**src/rtl/cargo_stop_scheduler_pkg.sv**
```systemverilog
// Shared definitions for the cargo stop scheduler.
// - state_e   : scheduler FSM encoding, also exported on the debug port
// - dir_match : picks the segment direction flag that matches a request direction
package cargo_stop_scheduler_pkg;

  typedef enum logic [2:0] {
    ST_IDLE   = 3'd0,
    ST_SCAN_O = 3'd1,
    ST_INS_O  = 3'd2,
    ST_SCAN_D = 3'd3,
    ST_INS_D  = 3'd4,
    ST_DONE   = 3'd5
  } state_e;

  // A flat segment has seg_up = seg_dn = 0, so it never matches either direction.
  function automatic logic dir_match(input logic req_up,
                                     input logic seg_up,
                                     input logic seg_dn);
    return req_up ? seg_up : seg_dn;
  endfunction

endpackage

```
**src/rtl/cargo_stop_scheduler_entry_array.sv**
```systemverilog
// Stop entry storage for the cargo stop scheduler.
// Entry layout: {eh_origem, tipo, origem, destino}; stop = eh_origem ? origem : destino.
// Ports:
//   clk_i, rst_ni      clock, asynchronous active-low reset (clears every entry)
//   ins_en_i           insert ins_entry_i at ins_slot_i, entries slot.. shift up by one
//   ins_slot_i         insert position (0 .. DEPTH-1)
//   ins_entry_i        entry to write
//   pop_en_i           shift all entries down by one, top entry cleared
//   rd_idx_i           scan pointer k (0 .. DEPTH)
//   stop_k_o           stop floor of entry k (0 when k == DEPTH)
//   stop_km1_o         stop floor of entry k-1 (0 when k == 0)
//   head_o             entry 0
module cargo_stop_scheduler_entry_array #(
  parameter int FLOOR_W = 2,
  parameter int TYPE_W  = 2,
  parameter int DEPTH   = 16,
  parameter int ADDR_W  = 4,
  parameter int ENTRY_W = 1 + TYPE_W + 2 * FLOOR_W
) (
  input  logic               clk_i,
  input  logic               rst_ni,
  input  logic               ins_en_i,
  input  logic [ADDR_W:0]    ins_slot_i,
  input  logic [ENTRY_W-1:0] ins_entry_i,
  input  logic               pop_en_i,
  input  logic [ADDR_W:0]    rd_idx_i,
  output logic [FLOOR_W-1:0] stop_k_o,
  output logic [FLOOR_W-1:0] stop_km1_o,
  output logic [ENTRY_W-1:0] head_o
);

  localparam int IDX_W   = ADDR_W + 1;
  localparam int EH_BIT  = ENTRY_W - 1;
  localparam int ORG_LSB = FLOOR_W;

  logic [ENTRY_W-1:0] mem_q [DEPTH];
  logic [ENTRY_W-1:0] mem_d [DEPTH];
  logic [FLOOR_W-1:0] stop_arr [DEPTH];

  always_comb begin : stop_decode
    for (int i = 0; i < DEPTH; i++) begin
      stop_arr[i] = mem_q[i][EH_BIT] ? mem_q[i][ORG_LSB +: FLOOR_W] : mem_q[i][FLOOR_W-1:0];
    end
  end

  // Entries above count are always zero, so shifting the whole array is harmless.
  always_comb begin : mem_next
    for (int i = 0; i < DEPTH; i++) begin
      mem_d[i] = mem_q[i];
    end
    if (pop_en_i) begin
      for (int i = 0; i < DEPTH - 1; i++) begin
        mem_d[i] = mem_q[i+1];
      end
      mem_d[DEPTH-1] = '0;
    end else if (ins_en_i) begin
      for (int i = 1; i < DEPTH; i++) begin
        if (IDX_W'(i) > ins_slot_i) begin
          mem_d[i] = mem_q[i-1];
        end
      end
      for (int i = 0; i < DEPTH; i++) begin
        if (IDX_W'(i) == ins_slot_i) begin
          mem_d[i] = ins_entry_i;
        end
      end
    end
  end

  always_ff @(posedge clk_i or negedge rst_ni) begin : mem_reg
    if (!rst_ni) begin
      for (int i = 0; i < DEPTH; i++) begin
        mem_q[i] <= '0;
      end
    end else begin
      for (int i = 0; i < DEPTH; i++) begin
        mem_q[i] <= mem_d[i];
      end
    end
  end

  always_comb begin : read_mux
    stop_k_o   = '0;
    stop_km1_o = '0;
    for (int i = 0; i < DEPTH; i++) begin
      if (rd_idx_i == IDX_W'(i)) begin
        stop_k_o = stop_arr[i];
      end
      if (rd_idx_i == IDX_W'(i + 1)) begin
        stop_km1_o = stop_arr[i];
      end
    end
  end

  assign head_o = mem_q[0];

endmodule

```
**src/rtl/cargo_stop_scheduler.sv**
```systemverilog
// Cargo stop scheduler: ordered list of elevator stops with ride-share insertion.
// A new request's pickup and drop are inserted at the first compatible position
// (strictly inside a same-direction segment, or right after an equal stop),
// otherwise appended. The head entry is the next stop to serve.
// Ports:
//   clock, reset        clock, asynchronous active-low reset
//   andar_atual         current cabin floor, acts as the stop before slot 0
//   req_valid/req_ready request handshake; a request transfers on a cycle where both are 1
//   req_origin/destino/tipo  request fields, latched on transfer
//   ins_done            1-cycle pulse when the request has been handled
//   ins_rejected        with ins_done: origin == destino, nothing stored
//   pop/pop_ready       head served; honoured only while pop_ready = 1 and count != 0
//   head_valid, head_eh_origem, head_tipo, head_andar  head entry view
//   count               occupied entries
//   fsm_state           scheduler FSM state (debug)
module cargo_stop_scheduler
  import cargo_stop_scheduler_pkg::*;
#(
  parameter int FLOOR_W = 2,
  parameter int TYPE_W  = 2,
  parameter int DEPTH   = 16,
  parameter int ADDR_W  = 4
) (
  input  logic               clock,
  input  logic               reset,
  input  logic [FLOOR_W-1:0] andar_atual,
  input  logic               req_valid,
  output logic               req_ready,
  input  logic [FLOOR_W-1:0] req_origin,
  input  logic [FLOOR_W-1:0] req_destino,
  input  logic [TYPE_W-1:0]  req_tipo,
  output logic               ins_done,
  output logic               ins_rejected,
  input  logic               pop,
  output logic               pop_ready,
  output logic               head_valid,
  output logic               head_eh_origem,
  output logic [TYPE_W-1:0]  head_tipo,
  output logic [FLOOR_W-1:0] head_andar,
  output logic [ADDR_W:0]    count,
  output state_e             fsm_state
);

  localparam int ENTRY_W = 1 + TYPE_W + 2 * FLOOR_W;
  localparam int IDX_W   = ADDR_W + 1;
  localparam logic [IDX_W-1:0] MAX_ACCEPT = IDX_W'(DEPTH - 2);
  localparam logic [IDX_W-1:0] IDX_ONE    = IDX_W'(1);

  state_e              state_q, state_d;
  logic [IDX_W-1:0]    k_q, k_d;
  logic [IDX_W-1:0]    count_q, count_d;
  logic [IDX_W-1:0]    slot_q, slot_d;
  logic [FLOOR_W-1:0]  org_q, org_d;
  logic [FLOOR_W-1:0]  dst_q, dst_d;
  logic [TYPE_W-1:0]   tipo_q, tipo_d;
  logic                rej_q, rej_d;

  logic                accept, pop_fire, scanning, ins_en;
  logic [FLOOR_W-1:0]  stop_k, stop_km1, prev_stop, tgt;
  logic                req_up, seg_up, seg_dn;
  logic                hit_between, hit_equal, at_end, hit;
  logic [ENTRY_W-1:0]  ins_entry, head_entry;

  assign accept   = (state_q == ST_IDLE) && req_valid && req_ready;
  assign pop_fire = (state_q == ST_IDLE) && pop && (count_q != '0);
  assign scanning = (state_q == ST_SCAN_O) || (state_q == ST_SCAN_D);
  assign ins_en   = (state_q == ST_INS_O) || (state_q == ST_INS_D);
  assign ins_entry = {(state_q == ST_INS_O), tipo_q, org_q, dst_q};

  cargo_stop_scheduler_entry_array #(
    .FLOOR_W (FLOOR_W),
    .TYPE_W  (TYPE_W),
    .DEPTH   (DEPTH),
    .ADDR_W  (ADDR_W),
    .ENTRY_W (ENTRY_W)
  ) u_entries (
    .clk_i       (clock),
    .rst_ni      (reset),
    .ins_en_i    (ins_en),
    .ins_slot_i  (slot_q),
    .ins_entry_i (ins_entry),
    .pop_en_i    (pop_fire),
    .rd_idx_i    (k_q),
    .stop_k_o    (stop_k),
    .stop_km1_o  (stop_km1),
    .head_o      (head_entry)
  );

  // Ride-share comparators for entry k. andar_atual is only looked at for k == 0.
  always_comb begin : compare
    prev_stop   = (k_q == '0) ? andar_atual : stop_km1;
    tgt         = (state_q == ST_SCAN_D) ? dst_q : org_q;
    req_up      = dst_q > org_q;
    seg_up      = stop_k > prev_stop;
    seg_dn      = stop_k < prev_stop;
    hit_between = req_up ? ((prev_stop < tgt) && (tgt < stop_k))
                         : ((stop_k < tgt) && (tgt < prev_stop));
    hit_equal   = (stop_k == tgt) && (dir_match(req_up, seg_up, seg_dn) || (k_q == '0));
    at_end      = (k_q == count_q);
    hit         = at_end || hit_between || hit_equal;
  end

  // FSM: state register
  always_ff @(posedge clock or negedge reset) begin : fsm_reg
    if (!reset) begin
      state_q <= ST_IDLE;
    end else begin
      state_q <= state_d;
    end
  end

  // FSM: next state
  always_comb begin : fsm_next
    state_d = state_q;
    case (state_q)
      ST_IDLE: begin
        if (accept) begin
          state_d = (req_origin == req_destino) ? ST_DONE : ST_SCAN_O;
        end
      end
      ST_SCAN_O: if (hit) state_d = ST_INS_O;
      ST_INS_O:  state_d = ST_SCAN_D;
      ST_SCAN_D: if (hit) state_d = ST_INS_D;
      ST_INS_D:  state_d = ST_DONE;
      ST_DONE:   state_d = ST_IDLE;
      default:   state_d = ST_IDLE;
    endcase
  end

  // FSM: outputs
  always_comb begin : fsm_out
    req_ready    = (state_q == ST_IDLE) && (count_q <= MAX_ACCEPT);
    pop_ready    = (state_q == ST_IDLE);
    ins_done     = (state_q == ST_DONE);
    ins_rejected = (state_q == ST_DONE) && rej_q;
    fsm_state    = state_q;
  end

  // Datapath next values. An equal-stop hit lands after stop k so same-floor
  // stops coalesce; the drop scan restarts just past the pickup slot.
  always_comb begin : dp_next
    k_d     = k_q;
    count_d = count_q;
    slot_d  = slot_q;
    org_d   = org_q;
    dst_d   = dst_q;
    tipo_d  = tipo_q;
    rej_d   = rej_q;
    if (accept) begin
      org_d  = req_origin;
      dst_d  = req_destino;
      tipo_d = req_tipo;
      rej_d  = (req_origin == req_destino);
      k_d    = '0;
    end
    if (scanning) begin
      if (hit) begin
        if (at_end) begin
          slot_d = count_q;
        end else if (hit_between) begin
          slot_d = k_q;
        end else begin
          slot_d = k_q + IDX_ONE;
        end
      end else begin
        k_d = k_q + IDX_ONE;
      end
    end
    if (state_q == ST_INS_O) begin
      k_d = slot_q + IDX_ONE;
    end
    if (pop_fire) begin
      count_d = count_q - IDX_ONE;
    end else if (ins_en) begin
      count_d = count_q + IDX_ONE;
    end
  end

  always_ff @(posedge clock or negedge reset) begin : dp_reg
    if (!reset) begin
      k_q     <= '0;
      count_q <= '0;
      slot_q  <= '0;
      org_q   <= '0;
      dst_q   <= '0;
      tipo_q  <= '0;
      rej_q   <= 1'b0;
    end else begin
      k_q     <= k_d;
      count_q <= count_d;
      slot_q  <= slot_d;
      org_q   <= org_d;
      dst_q   <= dst_d;
      tipo_q  <= tipo_d;
      rej_q   <= rej_d;
    end
  end

  assign count          = count_q;
  assign head_valid     = (count_q != '0);
  assign head_eh_origem = head_entry[ENTRY_W-1];
  assign head_tipo      = head_entry[2*FLOOR_W +: TYPE_W];
  assign head_andar     = head_entry[ENTRY_W-1] ? head_entry[FLOOR_W +: FLOOR_W]
                                                : head_entry[FLOOR_W-1:0];

endmodule
```
**config.mk**
```make
export PLATFORM = sky130hd
export DESIGN_NAME = cargo_stop_scheduler
export DESIGN_NICKNAME = d
export VERILOG_FILES = /design/src/rtl/cargo_stop_scheduler_pkg.sv /design/src/rtl/cargo_stop_scheduler_entry_array.sv /design/src/rtl/cargo_stop_scheduler.sv
export SDC_FILE = /design/constraint.sdc
export NUM_CORES = 1
export LEC_CHECK = 0
export BUFFER_PORTS_ARGS = -buffer_cell sky130_fd_sc_hd__buf_2
export CORE_MARGIN = 2
export CORE_UTILIZATION = 50
export DETAILED_ROUTE_END_ITERATION = 16
export MAX_ROUTING_LAYER = met4
export PLACE_DENSITY = 0.66
export SYNTH_ARGS = -nofsm -noshare
export SYNTH_HDL_FRONTEND = slang
export SYNTH_SLANG_ARGS = --single-unit
```
**constraint.sdc**
```tcl
create_clock -name clock -period 12.9 [get_ports clock]
set_input_delay 1.935 -clock clock [delete_from_list [all_inputs] [get_ports clock]]
set_output_delay 1.935 -clock clock [all_outputs]
set_load 0.01 [all_outputs]
```
# Yosys cells after proc, flatten, opt, wreduce, memory -nomap -nowiden

Cells that the tools add are included.

Register bits: 137
Input bits: 12
Word-level logic and storage cells: 244

$add $sub $neg: 4
$lt $le $gt $ge: 23
Eq/ne operators: 42
Mux-type cells: 98
Reduce and logical (&&, ||, !) cells: 53

Operators by type and width:

| cell                  | count |
|---|---|
| $mux W112             | 2 |
| $mux W7               | 31 |
| $mux W2               | 50 |
| $reduce_bool A3 Y1    | 15 |
| $eq A4 B5 Y1 const A  | 8 |
| $eq A5 B4 Y1 const B  | 8 |
| $gt A4 B5 Y1 const A  | 8 |
| $mux W5               | 8 |
| $reduce_and A2 Y1     | 17 |
| $eq A3 B5 Y1 const A  | 4 |
| $eq A5 B3 Y1 const B  | 4 |
| $gt A3 B5 Y1 const A  | 4 |
| $add A5 B1 Y5 const B | 3 |
| $pmux W3 S5           | 1 |
| $mux W3               | 4 |
| $eq A2 B5 Y1 const A  | 2 |
| $eq A5 B2 Y1 const B  | 2 |
| $gt A2 B5 Y1 const A  | 2 |
| $logic_not A5 Y1      | 2 |
| $lt A2 B2 Y1          | 5 |
| $logic_and A1 B1 Y1   | 9 |
| $eq A3 B2 Y1 const B  | 2 |
| $eq A3 B3 Y1 const B  | 2 |
| $eq A1 B5 Y1 const A  | 1 |
| 17 further kinds      | 26 |

# Longest topological paths before layout

Depth in word-level cells: 26
Depth in mapped cells: 17
Depth with buffers taken out: 15

# Cells and area by module

Synthesis repeated with hierarchy kept, for this count alone.

Cell total of the unflattened synthesis: 1099
Area, all modules: 9605.5 um^2

Modules (own cells, without submodules):

| module                           | times used | cells an instance | area each (um^2) | seq. area each (um^2) |
|---|---|---|---|---|
| cargo_stop_scheduler_entry_array | 1          | 904               | 7741.2           | 2802.7 |
| cargo_stop_scheduler             | 1          | 195               | 1864.3           | 625.6 |

# Worst setup path before layout

No wires, ideal clock.

Path kind: input to register
From: input andar_atual[1]
To: register slot_q[2]
Library setup time: 125 ps
Arrival time: 4320 ps
Required time: 12775 ps
Slack: 8455 ps
Stages on the path: 10
Path buffers: 0
Cells stage by stage: a211oi_1 a31oi_1 nor3_1 ha_1 nor2b_1 or4_4 mux2i_4 a41oi_4 a21boi_4 mux2_2

Word-level cells in the longest chain between the ends: 7
Elaborated cells between the ends (all ways): 16

Ends and longest elaborated chain:

| item                                                             | line                                                    | RTL |
|---|---|---|
| start, declared                                                  | cargo_stop_scheduler.sv:26                              | `input logic [FLOOR_W-1:0] andar_atual,` |
| $mux W2 *                                                        | cargo_stop_scheduler.sv:91                              | `prev_stop = (k_q == '0) ? andar_atual : stop_km1;` |
| $lt A2 B2 Y1 (tied with other cells)                             | cargo_stop_scheduler.sv:97                              | `: ((stop_k < tgt) && (tgt < prev_stop));` |
| $logic_and A1 B1 Y1 (tied with other cells)                      | cargo_stop_scheduler.sv:97                              |  |
| $mux W1 / $logic_or A1 B1 Y1 (equally long branches)             | cargo_stop_scheduler.sv:96, cargo_stop_scheduler.sv:98  |  |
| $logic_or A1 B1 Y1 / $logic_and A1 B1 Y1 (equally long branches) | cargo_stop_scheduler.sv:100, cargo_stop_scheduler.sv:98 |  |
| $logic_or A1 B1 Y1                                               | cargo_stop_scheduler.sv:100                             | `hit = at_end \|\| hit_between \|\| hit_equal;` |
| $reduce_and A2 Y1 (no line)                                      | -                                                       |  |
| end signal, assigned                                             | cargo_stop_scheduler.sv:191                             | `slot_q <= slot_d;` |
| end, declared                                                    | cargo_stop_scheduler.sv:52                              | `logic [IDX_W-1:0] slot_q, slot_d;` |

Every way passes the cells marked *; elsewhere a longest branch is shown, timed or not.
A chain may end at the register's enable or synchronous reset.

# Final worst setup path

From: register k_q[0]
To: register slot_q[2]

Word-level cells in the longest chain between the ends: 24
Elaborated cells between the ends (all ways): 70

Ends and longest elaborated chain:

| item                                                             | line                                                                           | RTL |
|---|---|---|
| start, declared                                                  | cargo_stop_scheduler.sv:50                                                     | `logic [IDX_W-1:0] k_q, k_d;` |
| start signal, assigned                                           | cargo_stop_scheduler.sv:189                                                    | `k_q <= k_d;` |
| $eq A5 B1 Y1                                                     | cargo_stop_scheduler_entry_array.sv:86, cargo_stop_scheduler_entry_array.sv:89 |  |
| $mux W2 (16 in series)                                           | cargo_stop_scheduler_entry_array.sv:89                                         | `if (rd_idx_i == IDX_W'(i + 1)) begin` |
| $mux W2                                                          | cargo_stop_scheduler.sv:91                                                     |  |
| $lt A2 B2 Y1 (tied with other cells)                             | cargo_stop_scheduler.sv:97                                                     |  |
| $logic_and A1 B1 Y1 (tied with other cells)                      | cargo_stop_scheduler.sv:97                                                     |  |
| $mux W1 / $logic_or A1 B1 Y1 (equally long branches)             | cargo_stop_scheduler.sv:96, cargo_stop_scheduler.sv:98                         |  |
| $logic_or A1 B1 Y1 / $logic_and A1 B1 Y1 (equally long branches) | cargo_stop_scheduler.sv:100, cargo_stop_scheduler.sv:98                        |  |
| $logic_or A1 B1 Y1                                               | cargo_stop_scheduler.sv:100                                                    |  |
| $reduce_and A2 Y1 (no line)                                      | -                                                                              |  |

Several ways; a longest one is shown, not always the timed one.

==> run summary <==
Synth Area in XOR/XNOR: 1.38%
Initial antenna violation count: 0
Pin count of the biggest net entering global routing: 100
Routed Antenna Nets: 0
R2r startpoint: k_q[0]
Slew HR: 23.5%
Area of the multi-input gates: 5650 um^2
Synthesized area per cell: 8.52 um^2
Power share of the combinational group: 53.5%
Syn Inst Count: 1118
FF+latch count, synth: 137
IO Pins: 30
Pwr dens: 314 nW/um^2
Sequential area share after synthesis: 36.0%
HP Class: flip-flop to flip-flop
HPWL reported at the end of detailed placement: 17500 um
Routed wl met3: 1350 um
Crit path kind: flip-flop to flip-flop
Diodes inserted: 0
Drt drc: 0
Vias post-DR: 8157
Clock root buffer: clkbuf_16
Vias in the first global route: 7767
Reg2reg end: slot_q[2]
Fin Clk Skew: 0.0108 ns
Crit path time final: 5.07 ns
Power share of the clock group: 16.2%
Post-synth top area cell: dfrtp_1
P_int: 1.68 mW
Top FF cell, synth: dfrtp_1
Flop2flop setup slack: 7.83 ns
Fraction of layout cells with a size suffix above 1: 10.7%
Slew @ Worst Pin: 1.13 ns
Leading post-synthesis cells by cell area: dfrtp_1 (36%), mux2i_1 (11%), o21ai_0 (5.9%)
Port Buffers: 29
Maximum vdd drop: 0.247 mV
Register Area: 3430 um^2
Ys async rst share: 100%
Max Freq: 197 MHz
Tot GR Track Use: 27.9%
Iteration count of the initial detailed-routing pass: 5
Hold EP: u_entries.mem_q[5]
Syn. warnings: 0
RSZ-0062 raised after global routing: false
Post-synthesis compound-gate area fraction: 21.6%
Initial Util: 50.9%
Final net count: 1113
Net Sw Power: 1.54 mW
Skew-Pair Late Insertion Delay: 0.44 ns
Die span in y: 142 um
Register share of total power: 30.3%
Die area: 20200 um^2
Multiplexer area fraction after synthesis: 15.2%
Main combinational cell family by area after synthesis: compound AO/OA/AOI/OAI gates
Placement Rows: 50
EDFF count, synth: 0
Fillers: 1730
FF-to-FF path depth: 14
Final setup TNS: 0 ns
Die W: 142 um
Max-cap violations: 0
Max-slew violation count: 0
Post-CTS Resized: 0
Post-synthesis adder-cell area fraction: 2.71%
Synth unique cells: 69
H-tree Lvls: 4
Gpl congestion: 0.888
Leakage: 4.35 nW
Vias per cell: 6.14
WL met1: 12600 um
TritonCTS sink count: 137
Status: completed
Fin crit share: 39.3%
Total CTS buffers: 17
Clock slew at reported path FFs: 0.06 ns
Final setup vio count: 0
Switching share of total power: 47.8%
Routed wl met2: 11800 um
Post-synth top cells: nand2_1 (144), dfrtp_1 (137), o21ai_0 (112)
DR top layer: met4
CTS tree: built
Hold_buf cts: 0
Synth Cell Area: 9530 um^2
Final Hold Fails: 0
Req. time, crit path: 13.22 ns
Crit path max fanout: 9
# Post-CTS Setup Buffers: 0
DR WL/cell: 19.9 um
CTS max path bufs: 2
Synth Net Count: 1150
First-pass GRT wire length: 42900 um
WP data arrival: 5.39 ns
Core ar.: 18700 um^2
Synth Area in Simple Gates: 18.3%
CP Launch Type: flip-flop
Top-count cell post-synth: nand2_1
Min Hold Slack: 0.491 ns
Final core occ: 54.7%
Detailed Route WL: 26400 um
Top cell type's share of synthesized area: 36.0%
Startpoint of the worst hold path: u_entries.mem_q[5]
Hold depth: 2
Iteration-0 DRC Markers: 714
CP endpoint kind: flip-flop
Grt ovf: 0
Synth-to-Final Area Change: 7.44%
[logic make-up (layout without fill, tap and decap cells)]
kind of cell	count (synthesis)	after routing
and+or+nand+nor	370	370
AOI/OAI and AO/OA	332	332
muxes	139	139
DFF	137	137
buffers and inverters	105	81
adders and majority gates	20	20
xor gates and xnor gates	15	15
[how the worst max path moves through the flow]
stage          cells after the start            from        end  slack, ns
2_1_floorplan                     10  andar_atual[1]  slot_q[2]       8.46
3_3_place_gp                      14          k_q[0]  slot_q[2]       7.92
3_5_place_dp                      14          k_q[0]  slot_q[2]       7.85
4_1_cts                           14          k_q[0]  slot_q[2]       7.84
5_1_grt                           14          k_q[0]  slot_q[2]       7.57
6_report                          14          k_q[0]  slot_q[2]       7.83
[critical path, cell delays in order (launching register included)]
cell	delay [ns]
dfrtp_1	0.50
inv_1	0.13
ha_1	0.34
nor4bb_1	0.92
o21ai_0	0.24
a2111oi_0	0.46
a21o_1	0.20
a31o_2	0.18
ha_1	0.30
nor2b_4	0.16
or4_4	0.42
mux2i_4	0.34
a41oi_4	0.10
a21boi_4	0.30
mux2_2	0.36
[stage by stage]
step / setup WS, ns / total power, mW / std cells / instance area [um^2]
after floorplan: 8.46 / 2.25 / 1118 / 9530
after global placement: 7.92 / 2.65 / 1296 / 9620
after detailed placement: 7.85 / 2.68 / 1296 / 9620
after CTS: 7.84 / 3.21 / 1328 / 10200
after global routing: 7.57 / 3.47 / 1328 / 10200
final: 7.83 / 3.22 / 1328 / 10200
[cell type report]
type,instances,area share [%]
Clock buffer,22,4.63
Clock inverter,10,1.38
Inverter,15,0.575
Multi-Input combinational cell,876,55.2
Sequential cell,137,33.5
Tap cell,234,2.86
Timing Repair Buffer,34,1.85
[flip-flops by register name, indices dropped and copies added (netlist names)]
register / cells
org_q: 2
rej_q: 1
tipo_q: 2
fsm_state: 3
u_entries.head_o: 7
slot_q: 5
count: 5
u_entries.mem_q: 105
dst_q: 2
k_q: 5
[per-layer routing]
metal,global-route usage [%],vias up
li1,-,3951
met1,38.6,3926
met2,41.6,244
met3,5.42,36
met4,8.74,0
met5,-,-
[power groups by stage]
stage	Clock (mW)	Sequential (mW)	Combinational (mW)
6_report	0.520	0.976	1.72
5_1_grt	0.545	1.01	1.92
4_1_cts	0.529	0.967	1.72
3_5_place_dp	0	0.971	1.71
3_3_place_gp	0	0.969	1.68
2_1_floorplan	0	0.776	1.48
[placed cells by master (no fill, tap or decap), types with 5 or more instances in the layout]
master,synthesis,routed
a211oi_1,31,31
a21o_1,36,36
a21oi_1,87,87
a22oi_1,7,7
a311oi_1,8,8
a31oi_1,6,6
and2_1,8,8
buf_2,32,28
buf_4,5,5
clkbuf_16,0,17
dfrtp_1,137,137
ha_1,19,19
inv_1,15,14
mux2_2,30,30
mux2i_1,106,106
nand2_1,144,144
nand3_1,42,41
nor2_1,108,108
nor2b_1,8,8
nor3_1,9,9
nor3b_1,5,5
nor4bb_1,8,8
o211ai_1,11,11
o21ai_0,112,112
o31ai_1,5,5
xnor2_1,7,7
xor2_1,8,8
Power figures use the tool's default switching activity.
